**config.mk**
```make
export PLATFORM = sky130hd
export DESIGN_NAME = lsu_mem_master_flat
export DESIGN_NICKNAME = d
export VERILOG_FILES = /design/src/rtl/lsu_mem_master_if.sv /design/src/rtl/lsu_mem_master.sv /design/src/flat_wrapper.sv
export SDC_FILE = /design/constraint.sdc
export NUM_CORES = 1
export LEC_CHECK = 0
export CAP_MARGIN = 30
export CORE_MARGIN = 2
export CORE_UTILIZATION = 30
export CTS_BUF_LIST = sky130_fd_sc_hd__clkbuf_4
export DETAILED_ROUTE_END_ITERATION = 7
export SLEW_MARGIN = 10
export SYNTH_ARGS = -nofsm -noshare
export SYNTH_HDL_FRONTEND = slang
export SYNTH_SLANG_ARGS = --single-unit
```
**constraint.sdc**
```tcl
create_clock -name clk -period 4 [get_ports clk]
set_clock_uncertainty 0.05 [all_clocks]
set_input_delay 0.8 -clock clk [delete_from_list [all_inputs] [get_ports clk]]
set_output_delay 0.8 -clock clk [all_outputs]
set_load 0.005 [all_outputs]
```
**src/rtl/lsu_mem_master_if.sv**
```systemverilog
// Bus bundles for the load/store initiator.
//
// lsu_core_if : execute-stage request channel and one-cycle response pulse.
//   master modport = core (drives req_*, receives resp_*)
//   slave  modport = LSU  (receives req_*, drives req_ready and resp_*)
//
// lsu_ram_if  : word-wide synchronous RAM port with a 1-cycle registered read.
//   master modport = LSU  (drives mem_addr/mem_din/mem_we, receives mem_dout)
//   slave  modport = RAM
interface lsu_core_if;
    logic        req_valid;
    logic        req_ready;
    logic        req_store;
    logic [2:0]  req_funct3;
    logic [31:0] req_addr;
    logic [31:0] req_wdata;
    logic        resp_valid;
    logic        resp_err;
    logic [31:0] resp_rdata;

    modport master (
        output req_valid, req_store, req_funct3, req_addr, req_wdata,
        input  req_ready, resp_valid, resp_err, resp_rdata
    );

    modport slave (
        input  req_valid, req_store, req_funct3, req_addr, req_wdata,
        output req_ready, resp_valid, resp_err, resp_rdata
    );
endinterface

interface lsu_ram_if #(
    parameter int addr_width = 12
);
    logic [addr_width-1:0] mem_addr;
    logic [31:0]           mem_din;
    logic                  mem_we;
    logic [31:0]           mem_dout;

    modport master (
        output mem_addr, mem_din, mem_we,
        input  mem_dout
    );

    modport slave (
        input  mem_addr, mem_din, mem_we,
        output mem_dout
    );
endinterface

```
**src/rtl/lsu_mem_master.sv**
```systemverilog
// Load/store initiator between the core execute stage and a word-wide
// synchronous data RAM without byte enables. One byte-addressed RV32 load or
// store is handled at a time; sub-word stores are done as read-modify-write.
//
// Ports:
//   clk  : clock, all state updates on posedge
//   rst  : synchronous, active-high reset
//   core : lsu_core_if.slave - request (valid/ready, store, funct3, addr,
//          wdata) and registered response (valid pulse, err, rdata)
//   ram  : lsu_ram_if.master - registered mem_addr/mem_din/mem_we, mem_dout
//          valid one cycle after mem_addr is sampled
module lsu_mem_master #(
    parameter int addr_width = 12
) (
    input  logic      clk,
    input  logic      rst,
    lsu_core_if.slave core,
    lsu_ram_if.master ram
);

    typedef enum logic [2:0] {
        IDLE,
        RD,
        RD_DATA,
        WR,
        RESP
    } state_e;

    state_e state_q, state_d;

    // Latched request fields
    logic                  store_q,  store_d;
    logic [2:0]            funct3_q, funct3_d;
    logic [1:0]            off_q,    off_d;
    logic [31:0]           wdata_q,  wdata_d;

    // Registered outputs
    logic                  resp_valid_q, resp_valid_d;
    logic                  resp_err_q,   resp_err_d;
    logic [31:0]           resp_rdata_q, resp_rdata_d;
    logic [addr_width-1:0] mem_addr_q,   mem_addr_d;
    logic [31:0]           mem_din_q,    mem_din_d;
    logic                  mem_we_q,     mem_we_d;

    // Address bits above the RAM index wrap away by design.
    logic unused_addr_bits;
    assign unused_addr_bits = ^core.req_addr[31:addr_width+2];

    // ------------------------------------------------------------------
    // Request decode (valid only while IDLE with req_valid)
    // ------------------------------------------------------------------
    logic accept;
    logic funct3_legal;
    logic misaligned;
    logic req_err;
    logic req_sw;

    assign accept = core.req_valid && (state_q == IDLE);

    always_comb begin
        if (core.req_store) begin
            funct3_legal = core.req_funct3 inside {3'b000, 3'b001, 3'b010};
        end else begin
            funct3_legal = core.req_funct3 inside {3'b000, 3'b001, 3'b010,
                                                   3'b100, 3'b101};
        end
        misaligned = ((core.req_funct3[1:0] == 2'b01) && core.req_addr[0]) ||
                     ((core.req_funct3[1:0] == 2'b10) && (core.req_addr[1:0] != 2'b00));
        req_err    = !funct3_legal || misaligned;
        req_sw     = core.req_store && (core.req_funct3 == 3'b010);
    end

    // ------------------------------------------------------------------
    // Lane datapath on the registered RAM read word
    // ------------------------------------------------------------------
    logic [4:0]  lane_sh;
    logic [31:0] lane_word;
    logic [31:0] load_data;
    logic [31:0] lane_mask;
    logic [31:0] merged_word;

    assign lane_sh   = {off_q, 3'b000};
    assign lane_word = ram.mem_dout >> lane_sh;

    always_comb begin
        case (funct3_q)
            3'b000:  load_data = {{24{lane_word[7]}},  lane_word[7:0]};
            3'b001:  load_data = {{16{lane_word[15]}}, lane_word[15:0]};
            3'b100:  load_data = {24'h0, lane_word[7:0]};
            3'b101:  load_data = {16'h0, lane_word[15:0]};
            default: load_data = lane_word;
        endcase
    end

    // Only SB/SH reach the merge path; the other lanes pass through untouched.
    assign lane_mask   = ((funct3_q[1:0] == 2'b00) ? 32'h0000_00FF : 32'h0000_FFFF) << lane_sh;
    assign merged_word = (ram.mem_dout & ~lane_mask) | ((wdata_q << lane_sh) & lane_mask);

    // ------------------------------------------------------------------
    // State register
    // ------------------------------------------------------------------
    // NOTE: sequential state uses non-blocking assignments only, so every flop
    // samples the pre-edge values of the others regardless of statement order.
    always_ff @(posedge clk) begin
        if (rst) begin
            state_q      <= IDLE;
            resp_valid_q <= 1'b0;
            resp_err_q   <= 1'b0;
            resp_rdata_q <= '0;
            mem_addr_q   <= '0;
            mem_din_q    <= '0;
            mem_we_q     <= 1'b0;
        end else begin
            state_q      <= state_d;
            resp_valid_q <= resp_valid_d;
            resp_err_q   <= resp_err_d;
            resp_rdata_q <= resp_rdata_d;
            mem_addr_q   <= mem_addr_d;
            mem_din_q    <= mem_din_d;
            mem_we_q     <= mem_we_d;
        end
    end

    // NOTE: the captured request fields carry no reset; they are only read in
    // states reachable after an accept edge has overwritten them.
    always_ff @(posedge clk) begin
        store_q  <= store_d;
        funct3_q <= funct3_d;
        off_q    <= off_d;
        wdata_q  <= wdata_d;
    end

    // ------------------------------------------------------------------
    // Next-state logic
    // ------------------------------------------------------------------
    always_comb begin
        state_d = state_q;
        case (state_q)
            IDLE: begin
                if (accept) begin
                    if (req_err)     state_d = RESP;
                    else if (req_sw) state_d = WR;
                    else             state_d = RD;
                end
            end
            RD:      state_d = RD_DATA;
            RD_DATA: state_d = store_q ? WR : RESP;
            WR:      state_d = RESP;
            RESP:    state_d = IDLE;
            default: state_d = IDLE;
        endcase
    end

    // ------------------------------------------------------------------
    // Output / datapath next values
    // ------------------------------------------------------------------
    // NOTE: every signal gets a default before the case so no path leaves it
    // unassigned (no latch); mem_we defaults low so it can only pulse.
    always_comb begin
        store_d      = store_q;
        funct3_d     = funct3_q;
        off_d        = off_q;
        wdata_d      = wdata_q;
        resp_err_d   = resp_err_q;
        resp_rdata_d = resp_rdata_q;
        mem_addr_d   = mem_addr_q;
        mem_din_d    = mem_din_q;
        mem_we_d     = 1'b0;
        resp_valid_d = (state_d == RESP);

        case (state_q)
            IDLE: begin
                if (accept) begin
                    store_d      = core.req_store;
                    funct3_d     = core.req_funct3;
                    off_d        = core.req_addr[1:0];
                    wdata_d      = core.req_wdata;
                    resp_err_d   = req_err;
                    resp_rdata_d = '0;
                    if (!req_err) begin
                        mem_addr_d = core.req_addr[addr_width+1:2];
                        if (req_sw) begin
                            mem_din_d = core.req_wdata;
                            mem_we_d  = 1'b1;
                        end
                    end
                end
            end
            RD_DATA: begin
                if (store_q) begin
                    mem_din_d = merged_word;
                    mem_we_d  = 1'b1;
                end else begin
                    resp_rdata_d = load_data;
                end
            end
            WR: begin
                resp_rdata_d = '0;
            end
            default: ;
        endcase
    end

    assign core.req_ready  = (state_q == IDLE);
    assign core.resp_valid = resp_valid_q;
    assign core.resp_err   = resp_err_q;
    assign core.resp_rdata = resp_rdata_q;
    assign ram.mem_addr    = mem_addr_q;
    assign ram.mem_din     = mem_din_q;
    assign ram.mem_we      = mem_we_q;

endmodule

```
**src/flat_wrapper.sv**
```systemverilog
// flat-port wrapper written by rule: the top's interface ports become plain ports
module lsu_mem_master_flat 
#(
    parameter int addr_width = 12
)
  (clk, rst, core_req_valid, core_req_store, core_req_funct3, core_req_addr, core_req_wdata, core_req_ready, core_resp_valid, core_resp_err, core_resp_rdata, ram_mem_addr, ram_mem_din, ram_mem_we, ram_mem_dout);
  lsu_core_if core_i ();
  lsu_ram_if #(.addr_width(addr_width)) ram_i ();
  input  logic clk;
  input  logic rst;
  input wire logic [$bits(core_i.req_valid)-1:0] core_req_valid;
  input wire logic [$bits(core_i.req_store)-1:0] core_req_store;
  input wire logic [$bits(core_i.req_funct3)-1:0] core_req_funct3;
  input wire logic [$bits(core_i.req_addr)-1:0] core_req_addr;
  input wire logic [$bits(core_i.req_wdata)-1:0] core_req_wdata;
  output wire logic [$bits(core_i.req_ready)-1:0] core_req_ready;
  output wire logic [$bits(core_i.resp_valid)-1:0] core_resp_valid;
  output wire logic [$bits(core_i.resp_err)-1:0] core_resp_err;
  output wire logic [$bits(core_i.resp_rdata)-1:0] core_resp_rdata;
  output wire logic [$bits(ram_i.mem_addr)-1:0] ram_mem_addr;
  output wire logic [$bits(ram_i.mem_din)-1:0] ram_mem_din;
  output wire logic [$bits(ram_i.mem_we)-1:0] ram_mem_we;
  input wire logic [$bits(ram_i.mem_dout)-1:0] ram_mem_dout;
  assign core_i.req_valid = core_req_valid;
  assign core_i.req_store = core_req_store;
  assign core_i.req_funct3 = core_req_funct3;
  assign core_i.req_addr = core_req_addr;
  assign core_i.req_wdata = core_req_wdata;
  assign core_req_ready = core_i.req_ready;
  assign core_resp_valid = core_i.resp_valid;
  assign core_resp_err = core_i.resp_err;
  assign core_resp_rdata = core_i.resp_rdata;
  assign ram_mem_addr = ram_i.mem_addr;
  assign ram_mem_din = ram_i.mem_din;
  assign ram_mem_we = ram_i.mem_we;
  assign ram_i.mem_dout = ram_mem_dout;
  lsu_mem_master #(.addr_width(addr_width)) u_core (.clk(clk), .rst(rst), .core(core_i), .ram(ram_i));
endmodule
```
==> impl_metrics.ini <==
[clocking]
cts.sinks = 104
cts_setup_buffers = 0
path_clk_slew_ns = 0.18
h-tree-depth = 3
clock_path_buffers = 2
cts_made_buffers = 9
root_buffer = clkbuf_4
clock_latency_ns = 0.51
cts_hold_buf = 0
cts_tree = done
cts_resized = 0

[placed_design]
portBuffers = 164
hpwlAfterDp_mm = 13.5
post-place-ws_ns = 0.846
gp_congestion = 0.867
place_inst = 869

[sta]
max_slew_margin_pct = 33.7
finalCriticalPeriod_ns = 2.91
hold_viol_final = 0
period_share_pct = 72.8
rsz0062_at_grt = false
setup_slack_ns = 1.09
slew_violations = 0
finalSetupViolCount = 0
setup_tns_ns = 0
tightest_slew_ns = 0.995
fmax_mhz = 344

[critical_path]
cp.required_ns = 3.15
start_kind = flip-flop
worst_ep_arrival_time_ns = 2.06
cp_slowest_stage_delay_ns = 0.51
rr_worst_depth = 7
worstPathCellList = or2_2 > nor2_1 > clkdlybuf4s50_1
end_kind = output pin
crit_fanout = 11
crit_type = reg2out
critPathSlowestCell = clkdlybuf4s50_1

[final_layout]
finish.utilization_pct = 42.1
finalNonFillerCells = 885
area_growth_pct = 36.8
multi_input_comb_area_um2 = 2500
seq_area_um2 = 2300
insertedDiodeCount = 0
num-nets-final = 763
fillers = 1598
drive_above_1_share_pct = 7.22

[synthesis]
ys.flop_type = dfxtp_1
synth_cells = 527
synth_most_common_cell = dfxtp_1
syn-cell-area_um2 = 5120
yosysTopAreaCell = dfxtp_1
syn_area_per_cell_um2 = 9.72
synthTopCellsByArea = dfxtp_1, edfxtp_1, mux2i_1, a32oi_1, a21oi_1
ys_types = 58
ys_warn_count = 0
async_reset_ff_share_pct = 0
synth_edf_count = 22
ys_seq_area_share_pct = 44.9
netlist_top_cells_count = dfxtp_1, mux2i_1, nand2_1
yosysTopAreaCellShare_pct = 32.0
syn_nets = 630
ys_ff_latch = 104

[drt]
dr.pass1.iters = 7
vias_per_cell = 5.45
ant_nets = 0
vias = 4819
wl_per_cell_um = 20.1
drt-total-wl_mm = 17.8
drt_iter0_markers = 301
drc = 0

[floorplanning]
io_pins = 183
coreArea_um2 = 16600
rows = 47
dieWidth_um = 135
initial_core_util_pct = 30.8
die_h_um = 135
design.die.area_um2 = 18100

[grt]
antenna_found_initial = 0
grtUsageTotal_pct = 19.6
grt_max_degree = 69
first_global_vias = 4781
overflow = 0
grt_pass1_wl_mm = 27.2

[power_and_ir_drop]
power_density_nw_per_um2 = 316
p_total_w = 0.00221
peakVddDrop_mv = 0.190
total_leakage_power_nw = 2.49

[hold_path]
holdCritPathClass = reg2reg
holdPathStages = 2

[outcome]
status = finished, final reports clean

[run]
maxCapViolCount = 0
-- cells by family after synthesis --
logic type	count (synthesis)	share of synthesized area, %
AOI/OAI and AO/OA	192	27.4
buffers and inverters	65	6.23
DFF	104	44.9
muxes	45	9.03
and+or+nand+nor	121	12.5
-- area by class of cell --
cell class                 count  area share [%]
sequential                   104            32.8
multi-input combinational    358            35.7
clock inverter                 6            1.32
inverter                      13           0.696
tap                          220            3.93
timing repair buffer         174            24.4
clock buffer                  10            1.07
-- final timing paths --
kind                            slack, ns                                       to                               from
worst max-delay path                 1.09                           core_req_ready       u_core.state_q[0]$_SDFF_PP0_
worst min-delay path                 0.43        u_core.core.resp_err$_SDFFE_PP0P_  u_core.core.resp_err$_SDFFE_PP0P_
worst max register to register       1.18  u_core.core.resp_rdata[26]$_SDFFE_PP0P_       u_core.state_q[1]$_SDFF_PP0_
worst min register to register       0.43        u_core.core.resp_err$_SDFFE_PP0P_  u_core.core.resp_err$_SDFFE_PP0P_
-- stage by stage --
stage          cell area [um^2]  hold slack (ns)
2_1_floorplan              5120            0.403
3_3_place_gp               6840            0.404
3_5_place_dp               6840            0.404
4_1_cts                    7010            0.427
5_1_grt                    7010            0.456
6_report                   7010            0.429
-- flip-flops by register name, summed over array words and instances (netlist names) --
name / count
u_core.ram.mem_din: 32
u_core.ram.mem_we: 1
u_core.store_q: 1
u_core.funct3_q: 3
u_core.core.resp_valid: 1
u_core.core.resp_err: 1
u_core.off_q: 2
u_core.ram.mem_addr: 12
u_core.state_q: 3
u_core.wdata_q: 16
u_core.core.resp_rdata: 32
-- cells in the final DEF, fill, tap and decap left out, types with 12 or more instances in the layout --
| master | count |
|---|---|
| o211ai_1 | 17 |
| a311oi_1 | 13 |
| nand2_1 | 40 |
| a32oi_1 | 19 |
| mux2i_1 | 44 |
| nor2_1 | 25 |
| clkdlybuf4s50_1 | 163 |
| edfxtp_1 | 22 |
| dfxtp_1 | 82 |
| inv_1 | 12 |
| a21oi_1 | 30 |
| o21ai_0 | 30 |
-- per-layer routing --
| metal | global-route usage, % | vias to the layer above | routed length, um |
|---|---|---|---|
| met4 | 6.55 | 0 | 367 |
| met5 | 0 | - | 0 |
| met1 | 25.4 | 2328 | 7680 |
| met2 | 31.4 | 182 | 8410 |
| met3 | 5.52 | 23 | 1340 |
| li1 | - | 2286 | - |
-- critical path, delay by kind of cell, from the launching register on --
family / cells / cell delay (ns)
buffers and inverters: 1 / 0.51
flip-flops: 1 / 0.46
AND/OR/NAND/NOR: 2 / 0.57
-- power breakdown --
part	internal [W]	switching [W]	total, W
Clock	0.000267	0.000363	0.000629
Sequential	0.00112	0.0000406	0.00116
Combinational	0.000201	0.000228	0.000429
Total	0.00158	0.000631	0.00221
(Power assumes the default switching activity.)
